[config.mk]
export PLATFORM = sky130hd
export DESIGN_NAME = chimp_take2_control
export DESIGN_NICKNAME = d
export VERILOG_FILES = /design/src/rtl/chimp_pkg.sv /design/src/rtl/chimp_lfsr8.sv /design/src/rtl/chimp_take2_control.sv
export SDC_FILE = /design/constraint.sdc
export NUM_CORES = 1
export LEC_CHECK = 0
export CORE_UTILIZATION = 45
export DETAILED_ROUTE_END_ITERATION = 16
export GPL_ROUTABILITY_DRIVEN = 0
export PLACE_DENSITY = 0.82
export REMOVE_ABC_BUFFERS = 1
export SLEW_MARGIN = 15
export SYNTH_ARGS = -nofsm -noshare
export SYNTH_HDL_FRONTEND = slang
export SYNTH_HIERARCHICAL = 1
export SYNTH_SLANG_ARGS = --single-unit
[constraint.sdc]
create_clock -name clk -period 1.3 [get_ports clk]
set_clock_uncertainty 0.2 [all_clocks]
set_input_delay 0.195 -clock clk [delete_from_list [all_inputs] [get_ports clk]]
set_output_delay 0.195 -clock clk [all_outputs]
set_load 0.03 [all_outputs]
[src/rtl/chimp_pkg.sv]
// chimp_pkg: shared state encoding and default game parameters for the chimp memory game controller.
package chimp_pkg;
   typedef enum logic [2:0] {IDLE, CLEAR, LOAD, SHOW, PLAY, CHECK, NEXT, OVER} state_t;
   localparam int         DEF_START_LEVEL = 4;
   localparam int         DEF_MAX_LEVEL   = 25;
   localparam int         DEF_MAX_STRIKES = 3;
   localparam logic [7:0] DEF_LFSR_SEED   = 8'hA5;
endpackage

[src/rtl/chimp_lfsr8.sv]
// chimp_lfsr8: 8-bit Fibonacci LFSR, x^8+x^6+x^5+x^4+1, maximal length so a nonzero seed never reaches zero.
module chimp_lfsr8 #(
   parameter logic [7:0] SEED = 8'hA5
) (
   input  logic       clk,
   input  logic       rst_n,
   output logic [7:0] o_rand
);
   logic [7:0] lfsr_q, lfsr_d;

   always_comb lfsr_d = {lfsr_q[6:0], lfsr_q[7] ^ lfsr_q[5] ^ lfsr_q[4] ^ lfsr_q[3]};

   always_ff @(posedge clk or negedge rst_n)
      if (!rst_n) lfsr_q <= SEED;
      else        lfsr_q <= lfsr_d;

   assign o_rand = lfsr_q;
endmodule

[src/rtl/chimp_take2_control.sv]
// chimp_take2_control: game FSM, level/strike/score counters and click edge detection for the chimp memory game.
module chimp_take2_control
   import chimp_pkg::*;
#(
   parameter int         START_LEVEL = DEF_START_LEVEL,
   parameter int         MAX_LEVEL   = DEF_MAX_LEVEL,
   parameter int         MAX_STRIKES = DEF_MAX_STRIKES,
   parameter logic [7:0] LFSR_SEED   = DEF_LFSR_SEED
) (
   input  logic       clk,
   input  logic       iResetn,
   input  logic       iStart,
   input  logic       iMouseClick,
   input  logic       iDoneLoad,
   input  logic       iChoseCorrectNum,
   input  logic       iChoseWrongNum,
   output logic       oResetBoard,
   output logic       oLoadEnable,
   output logic       oShowEnable,
   output logic       oMouseClick,
   output logic [4:0] oLevel,
   output logic [4:0] oNumToChoose,
   output logic [7:0] oRandNum,
   output logic [1:0] oStrikes,
   output logic [5:0] oScore,
   output logic       oGameOver,
   output logic       oWin
);
   // Reset asserts immediately but releases two clk edges after iResetn rises.
   logic [1:0] rst_sync_q;
   logic       rst_n;

   always_ff @(posedge clk or negedge iResetn)
      if (!iResetn) rst_sync_q <= '0;
      else          rst_sync_q <= {rst_sync_q[0], 1'b1};

   assign rst_n = rst_sync_q[1];

   state_t     state_q, state_d;
   logic [4:0] level_q, level_d, num_q, num_d;
   logic [1:0] strikes_q, strikes_d, wait_q, wait_d;
   logic [5:0] score_q, score_d;
   logic       win_q, win_d, click_q, click_prev_q, mouse_q, mouse_d, click_edge;

   always_comb begin
      state_d    = state_q;
      level_d    = level_q;
      num_d      = num_q;
      strikes_d  = strikes_q;
      score_d    = score_q;
      win_d      = win_q;
      wait_d     = '0;
      click_edge = click_q & ~click_prev_q;
      mouse_d    = click_edge && (state_q == SHOW || state_q == PLAY);
      case (state_q)
         IDLE:       if (iStart) state_d = CLEAR;
         CLEAR:      state_d = LOAD;
         LOAD:       if (iDoneLoad) state_d = SHOW;
         SHOW, PLAY: if (click_edge) state_d = CHECK;
         CHECK: begin
            wait_d = wait_q + 2'd1;
            // Wrong wins a tie; silence on the fourth CHECK cycle is a wrong answer.
            if (iChoseWrongNum || (!iChoseCorrectNum && wait_q == 2'd3)) begin
               strikes_d = strikes_q + 2'd1;
               state_d   = (strikes_d == 2'(MAX_STRIKES)) ? OVER : CLEAR;
            end else if (iChoseCorrectNum) begin
               num_d   = (num_q < level_q) ? num_q + 5'd1 : num_q;
               state_d = (num_q < level_q) ? PLAY : NEXT;
            end
         end
         NEXT: begin
            score_d = {1'b0, level_q};
            win_d   = (level_q == 5'(MAX_LEVEL));
            level_d = (level_q == 5'(MAX_LEVEL)) ? level_q : level_q + 5'd1;
            state_d = (level_q == 5'(MAX_LEVEL)) ? OVER : CLEAR;
         end
         OVER: if (iStart) begin
            state_d   = CLEAR;
            level_d   = 5'(START_LEVEL);
            strikes_d = '0;
            score_d   = '0;
            win_d     = 1'b0;
         end
         default: state_d = IDLE;
      endcase
      if (state_d == CLEAR) num_d = 5'd1;
   end

   always_ff @(posedge clk or negedge rst_n)
      if (!rst_n) begin
         state_q      <= IDLE;
         level_q      <= 5'(START_LEVEL);
         num_q        <= 5'd1;
         strikes_q    <= '0;
         score_q      <= '0;
         win_q        <= 1'b0;
         wait_q       <= '0;
         click_q      <= 1'b0;
         click_prev_q <= 1'b0;
         mouse_q      <= 1'b0;
      end else begin
         state_q      <= state_d;
         level_q      <= level_d;
         num_q        <= num_d;
         strikes_q    <= strikes_d;
         score_q      <= score_d;
         win_q        <= win_d;
         wait_q       <= wait_d;
         click_q      <= iMouseClick;
         click_prev_q <= click_q;
         mouse_q      <= mouse_d;
      end

   chimp_lfsr8 #(.SEED(LFSR_SEED)) u_lfsr (
      .clk   (clk),
      .rst_n (rst_n),
      .o_rand(oRandNum)
   );

   assign oResetBoard  = (state_q == CLEAR);
   assign oLoadEnable  = (state_q == LOAD);
   assign oShowEnable  = (state_q == LOAD) || (state_q == SHOW);
   assign oMouseClick  = mouse_q;
   assign oLevel       = level_q;
   assign oNumToChoose = num_q;
   assign oStrikes     = strikes_q;
   assign oScore       = score_q;
   assign oGameOver    = (state_q == OVER);
   assign oWin         = win_q;
endmodule

# After elaboration in Yosys (flattened, before gate mapping)
# Cells that the tools add are included.
word_totals:
  register_bits: 37
  in_bits: 7
  out_inout_bits: 32
  word_cells: 80
classes:
  add_sub_neg: 4
  n_lt_le_gt_ge: 1
  n_eq_ne: 15
  muxes: 25
  bitwise_logic: 5
  reduce_logical: 18
op_table:
  columns: ["operator", "count"]
  rows:
  - ["2-to-1 mux 5 bit", 7]
  - ["2-to-1 mux 3 bit", 7]
  - ["case mux 3 bit (6 select lines)", 1]
  - ["== test 3 bit, second input constant", 4]
  - ["case mux 6 bit (2 select lines)", 1]
  - ["adder 5 x 1 -> 5 bit, second input constant", 2]
  - ["case mux 5 bit (2 select lines)", 1]
  - ["nonzero test 2 bit", 5]
  - ["2-to-1 mux 2 bit", 4]
  - ["== test 3 x 1 -> 1 bit, second input constant", 2]
  - ["== test 3 x 2 -> 1 bit, second input constant", 2]
  - ["2-to-1 mux 6 bit", 1]
  - ["inequality test 2 bit, second input constant", 3]
  - ["AND reduction 3 bit", 2]
  - ["== test 5 bit, second input constant", 1]
  - ["less-than comparator 5 bit", 1]
  - ["adder 2 x 1 -> 2 bit, second input constant", 2]
  - ["== test 2 bit, second input constant", 2]
  - ["case mux 2 bit (2 select lines)", 1]
  - ["AND reduction 4 bit", 1]
  - ["OR reduction 2 bit", 2]
  - ["zero test 3 bit", 1]
  - ["logical OR 1 bit", 3]
  - ["bitwise XOR 1 bit", 3]
  - ["8 further kinds", 9]

# Depth between registers and ports, before layout
depth:
  word_depth: 8
  ltp_mapped: 7

# By module
# Netlist, hierarchy kept.
by_module_without_submodules:
  columns: ["mod", "n_inst", "cells_per_inst", "area_each_um2", "seq_area_each_um2"]
  rows:
  - ["chimp_take2_control", 1, 142, 1520.2, 703.2]
  - ["chimp_lfsr8", 1, 18, 284.0, 205.2]

# Worst setup path after synthesis
# No wires, ideal clock.
synth_path:
  path_type: "register to register"
  from: "register state_q[0]"
  to: "register num_q[1] (netlist: oNumToChoose[1])"
  arrival_time_ns: 1.942
  path_slack_ns: -0.963
  path_stages_with_launch: 7
  n_path_buf: 1
  period_less_slack_ns: 2.263
  cell_sequence: "dfrtp_1 > buf_2 > nor3b_1 > a22oi_1 > o31ai_1 > and4_1 > nor2_1"
synth_via:
  elab_cells_between_ends: 23
  classes_between: "9 x eq/ne; 7 x mux; 7 x reduce/logical"
synth_rtl:
  columns: ["element", "line_no", "source"]
  rows:
  - ["from (decl)", "chimp_take2_control.sv:39", "state_t state_q, state_d;"]
  - ["from (signal assigned)", "chimp_take2_control.sv:102", "state_q <= state_d;"]
  - ["== test 3 x 2 -> 1 bit (*)", null, null]
  - ["via oLoadEnable", "chimp_take2_control.sv:18", "output logic oLoadEnable,"]
  - ["case mux 3 bit (6 select lines) (*)", "chimp_take2_control.sv:55", "case (state_q)"]
  - ["via state_d[0]", "chimp_take2_control.sv:39", null]
  - ["== test 3 x 1 -> 1 bit (*)", "chimp_take2_control.sv:86", "if (state_d == CLEAR) num_d = 5'd1;"]
  - ["inequality test 2 x 1 -> 1 bit (no line) or nonzero test 2 bit (tied branches)", null, null]
  - ["AND reduction 4 bit (no line)", null, null]
  - ["to (signal assigned)", "chimp_take2_control.sv:104", "num_q <= num_d;"]
  - ["to (decl)", "chimp_take2_control.sv:40", "logic [4:0] level_q, level_d, num_q, num_d;"]
# Mark *: on every way through the listed nets, which the timed path passes. The rest lies on a longest branch.
# A chain may end at the register's enable or synchronous reset.

# Final worst setup path
layout_path:
  from: "register level_q[2] (netlist: oLevel[2])"
  to: "register num_q[2] (netlist: oNumToChoose[2])"
layout_via:
  elab_chain_cells: 8
  elab_cells_between_ends: 14
  classes_between: "1 x order compare; 3 x eq/ne; 6 x mux; 4 x reduce/logical"
layout_lines:
  columns: ["element", "line_no", "source"]
  rows:
  - ["from (decl)", "chimp_take2_control.sv:40", null]
  - ["from (signal assigned)", "chimp_take2_control.sv:92", "level_q <= 5'(START_LEVEL);"]
  - ["from (signal assigned)", "chimp_take2_control.sv:103", "level_q <= level_d;"]
  - ["less-than comparator 5 bit", "chimp_take2_control.sv:67, chimp_take2_control.sv:68", null]
  - ["2-to-1 mux 2 bit", "chimp_take2_control.sv:68", "state_d = (num_q < level_q) ? PLAY : NEXT;"]
  - ["2-to-1 mux 3 bit", "chimp_take2_control.sv:66", "end else if (iChoseCorrectNum) begin"]
  - ["2-to-1 mux 3 bit", "chimp_take2_control.sv:63", "if (iChoseWrongNum || (!iChoseCorrectNum && wait_q == 2'd3)) begin"]
  - ["case mux 3 bit (6 select lines)", "chimp_take2_control.sv:55", null]
  - ["== test 3 x 1 -> 1 bit", "chimp_take2_control.sv:86", null]
  - ["inequality test 2 x 1 -> 1 bit (no line) or nonzero test 2 bit (tied branches)", null, null]
  - ["AND reduction 4 bit (no line)", null, null]
# Several ways; a longest one is shown, not always the timed one.

==> impl_metrics.tcl <==
set metrics [dict create \
    status "finished, violations left" \
    clkLatencyLatePin_ps 300 \
    cts_max_level 2 \
    antenna_found_initial 0 \
    synth_top_area_cell "dfrtp_1" \
    power_mw 6.499 \
    rr_worst_depth 7 \
    layout-drive-gt1-share 0.5992 \
    postSynthCellCount 160 \
    die_area_um2 4267 \
    worst_path_max_delay_cell "dfstp_2" \
    cts_buffers 5 \
    grt_usage 0.2683 \
    ys_warn_count 6 \
    dpl_cell_area_um2 2365 \
    layout.nets 277 \
    fillers 196 \
    die_y_um 65.32 \
    post-route-cell-area_um2 3127 \
    core-area_um2 3744 \
    numPortBuffers 37 \
    wl_per_cell_um 19.12 \
    grt_pass1_wl_um 8238 \
    slew_violations 0 \
    drtIter0Drc 96 \
    ant_nets 0 \
    peakVddDrop_uv 1305 \
    grt_setup_unrepaired "true" \
    hp-class "reg -> async" \
    synth_area_leaders "dfrtp_1 42%, dfstp_2 8.7%, ha_1 6.2%" \
    final_common_cell "buf_4" \
    clk_path_buf_depth 2 \
    startpoint_type "register" \
    cts_tree "built" \
    syn_avg_cell_area_um2 11.28 \
    fmax_ghz 0.4917 \
    violations "setup timing" \
    syn_to_final_growth_pct 73.30 \
    vias_per_cell 5.448 \
    finalCritPeriodShare 1.564 \
    rr_endpoint "oNumToChoose[2]$_DFFE_PN0P_" \
    finalHoldViolCount 0 \
    dr.pass1.iters 4 \
    crit_type "reg -> reg" \
    io_pins 39 \
    netlist.area_leader.share 0.4161 \
    ys_types 43 \
    fin_setup_tns_ps -13190 \
    power_density_nw_per_um2 2079 \
    min_period_ps 2034 \
    critPathMaxFanout 5 \
    grt_max_degree 19 \
    required_ps 1280 \
    wl_um 5926 \
    critPathArrivalTime_ps 2020 \
    dp_hpwl_um 2736 \
    antennaDiodeCount 0 \
    gr-total-overflow 0 \
    synth-seq-cells 36 \
    syn-cell-area_um2 1804 \
    die_x_um 65.32 \
    clockRootBuffer "clkbuf_8" \
    grt_pass1_vias 1709 \
    dp_cells 273 \
    maxCapViolCount 0 \
    start_util 0.4820 \
    final_cell_mix "50 x buf_4, 48 x buf_6, 29 x dfrtp_1" \
    r2r_slack_ps -730 \
    max_stage_delay_ps 550 \
    post-place-ws_ps -803.2 \
    cts.sink_count 36 \
    hold_slack_ps 19.02 \
    vias 1689 \
    ys_seq_area_frac 0.5035 \
    rr_startpoint "oLevel[2]$_DFFE_PN1P_" \
    worst_slack_ps -733.6 \
    drcViolationCount 0 \
    setup_viol 44 \
    worst_setup_path_end_kind "register" \
    crit_start "oLevel[2]$_DFFE_PN1P_" \
    clkSlewWorstSetupHoldPaths_ps 70 \
    final_cells 310 \
    final_util 0.8352 \
    cellLeakagePower_nw 1.445 \
    crit_chain "inv_2, ha_4, nand2_1, o21ai_4, a2111oi_4, xnor2_1, nor2_1" \
    num_rows 22 \
]
==> cell type report <==
| type | instances | area (µm²) | share of cell area |
|---|---|---|---|
| Clock buffer | 6 | 72.57 | 0.02321 |
| Clock inverter | 2 | 35.03 | 0.01120 |
| Inverter | 6 | 22.52 | 0.007203 |
| Multi-Input combinational cell | 106 | 1036 | 0.3313 |
| Sequential cell | 36 | 909.6 | 0.2909 |
| Tap cell | 48 | 60.06 | 0.01921 |
| Timing Repair Buffer | 106 | 991.0 | 0.3169 |
==> flip-flops by register name, indices dropped and copies added, names as in the netlist <==
| name | count |
|---|---|
| wait_q | 2 |
| click_q | 1 |
| rst_sync_q | 2 |
| oLevel | 5 |
| oStrikes | 2 |
| click_prev_q | 1 |
| state_q | 3 |
| oMouseClick | 1 |
| oNumToChoose | 5 |
| u_lfsr/o_rand | 8 |
| oWin | 1 |
| oScore | 5 |
==> report_power, final <==
group          switching (mW)  total (mW)  leakage (nW)  internal, mW
clock network           0.417       0.985        0.0552         0.569
registers               0.225        1.61         0.455          1.38
logic                    1.95        3.90         0.935          1.96
==> kinds of logic (layout without fill, tap and decap cells) <==
logic type | after synthesis | in the layout | synth area share
AOI/OAI and AO/OA | 28 | 28 | 0.1380
xor gates and xnor gates | 10 | 10 | 0.04855
adders and majority gates | 9 | 9 | 0.06241
buffers and inverters | 18 | 120 | 0.06380
DFF | 36 | 36 | 0.5035
muxes | 1 | 1 | 0.005548
other | 2 | 2 | 0.004162
and+or+nand+nor | 56 | 56 | 0.1741
==> synth_stat cells (all sizes together) <==
master / count
a2111oi: 3
and3b: 1
a22oi: 1
nand4b: 1
nor3b: 2
nor2b: 4
and2: 2
xnor2: 9
a21oi: 2
nor2: 13
nand2b: 3
xor2: 1
buf: 12
o31ai: 2
and4: 1
mux2i: 1
nand3: 8
conb: 2
a21o: 1
and2b: 2
nand2: 10
and3: 2
inv: 6
a211oi: 4
o22ai: 1
nor4b: 1
a22o: 5
dfrtp: 30
o21ai: 7
nor4: 1
dfstp: 6
nand4: 3
nor3: 2
o21bai: 2
ha: 9
==> worst max-delay path: cells and delay by family (launching register included) <==
family / cells / cell delay (ps)
DFF: 1 / 550
AOI/OAI and AO/OA: 2 / 450
adders and majority gates: 1 / 270
xor gates and xnor gates: 1 / 230
and+or+nand+nor: 2 / 150
buffers and inverters: 1 / 50
==> what timing repair did <==
item / CTS / global route
gates cloned: 1 / 0
pin swaps: 17 / 16
hold endpoints to repair: 2 / 0
buffers inserted: 16 / 18
setup endpoints to repair: 44 / 47
hold buffers: 1 / 0
gates resized for setup: 77 / 32
==> how the worst max path moves through the flow <==
stage / slack, ps / endpoint / cells past startpoint
final: -730 / oNumToChoose[2]$_DFFE_PN0P_ / 7
after global routing: -780 / oNumToChoose[2]$_DFFE_PN0P_ / 8
after CTS: -640 / oNumToChoose[1]$_DFFE_PN0P_ / 7
after detailed placement: -800 / oNumToChoose[3]$_DFFE_PN0P_ / 7
after global placement: -740 / oNumToChoose[3]$_DFFE_PN0P_ / 7
after floorplan: -980 / oNumToChoose[1]$_DFFE_PN0P_ / 5
==> routing by layer <==
metal,vias to the layer above,part of all wire,GRT usage
met4,0,0.045,0.1766
met1,838,0.39,0.2726
met2,72,0.51,0.4729
met3,23,0.050,0.07813
li1,756,-,-
met5,-,0,0
(Power assumes the default switching activity.)
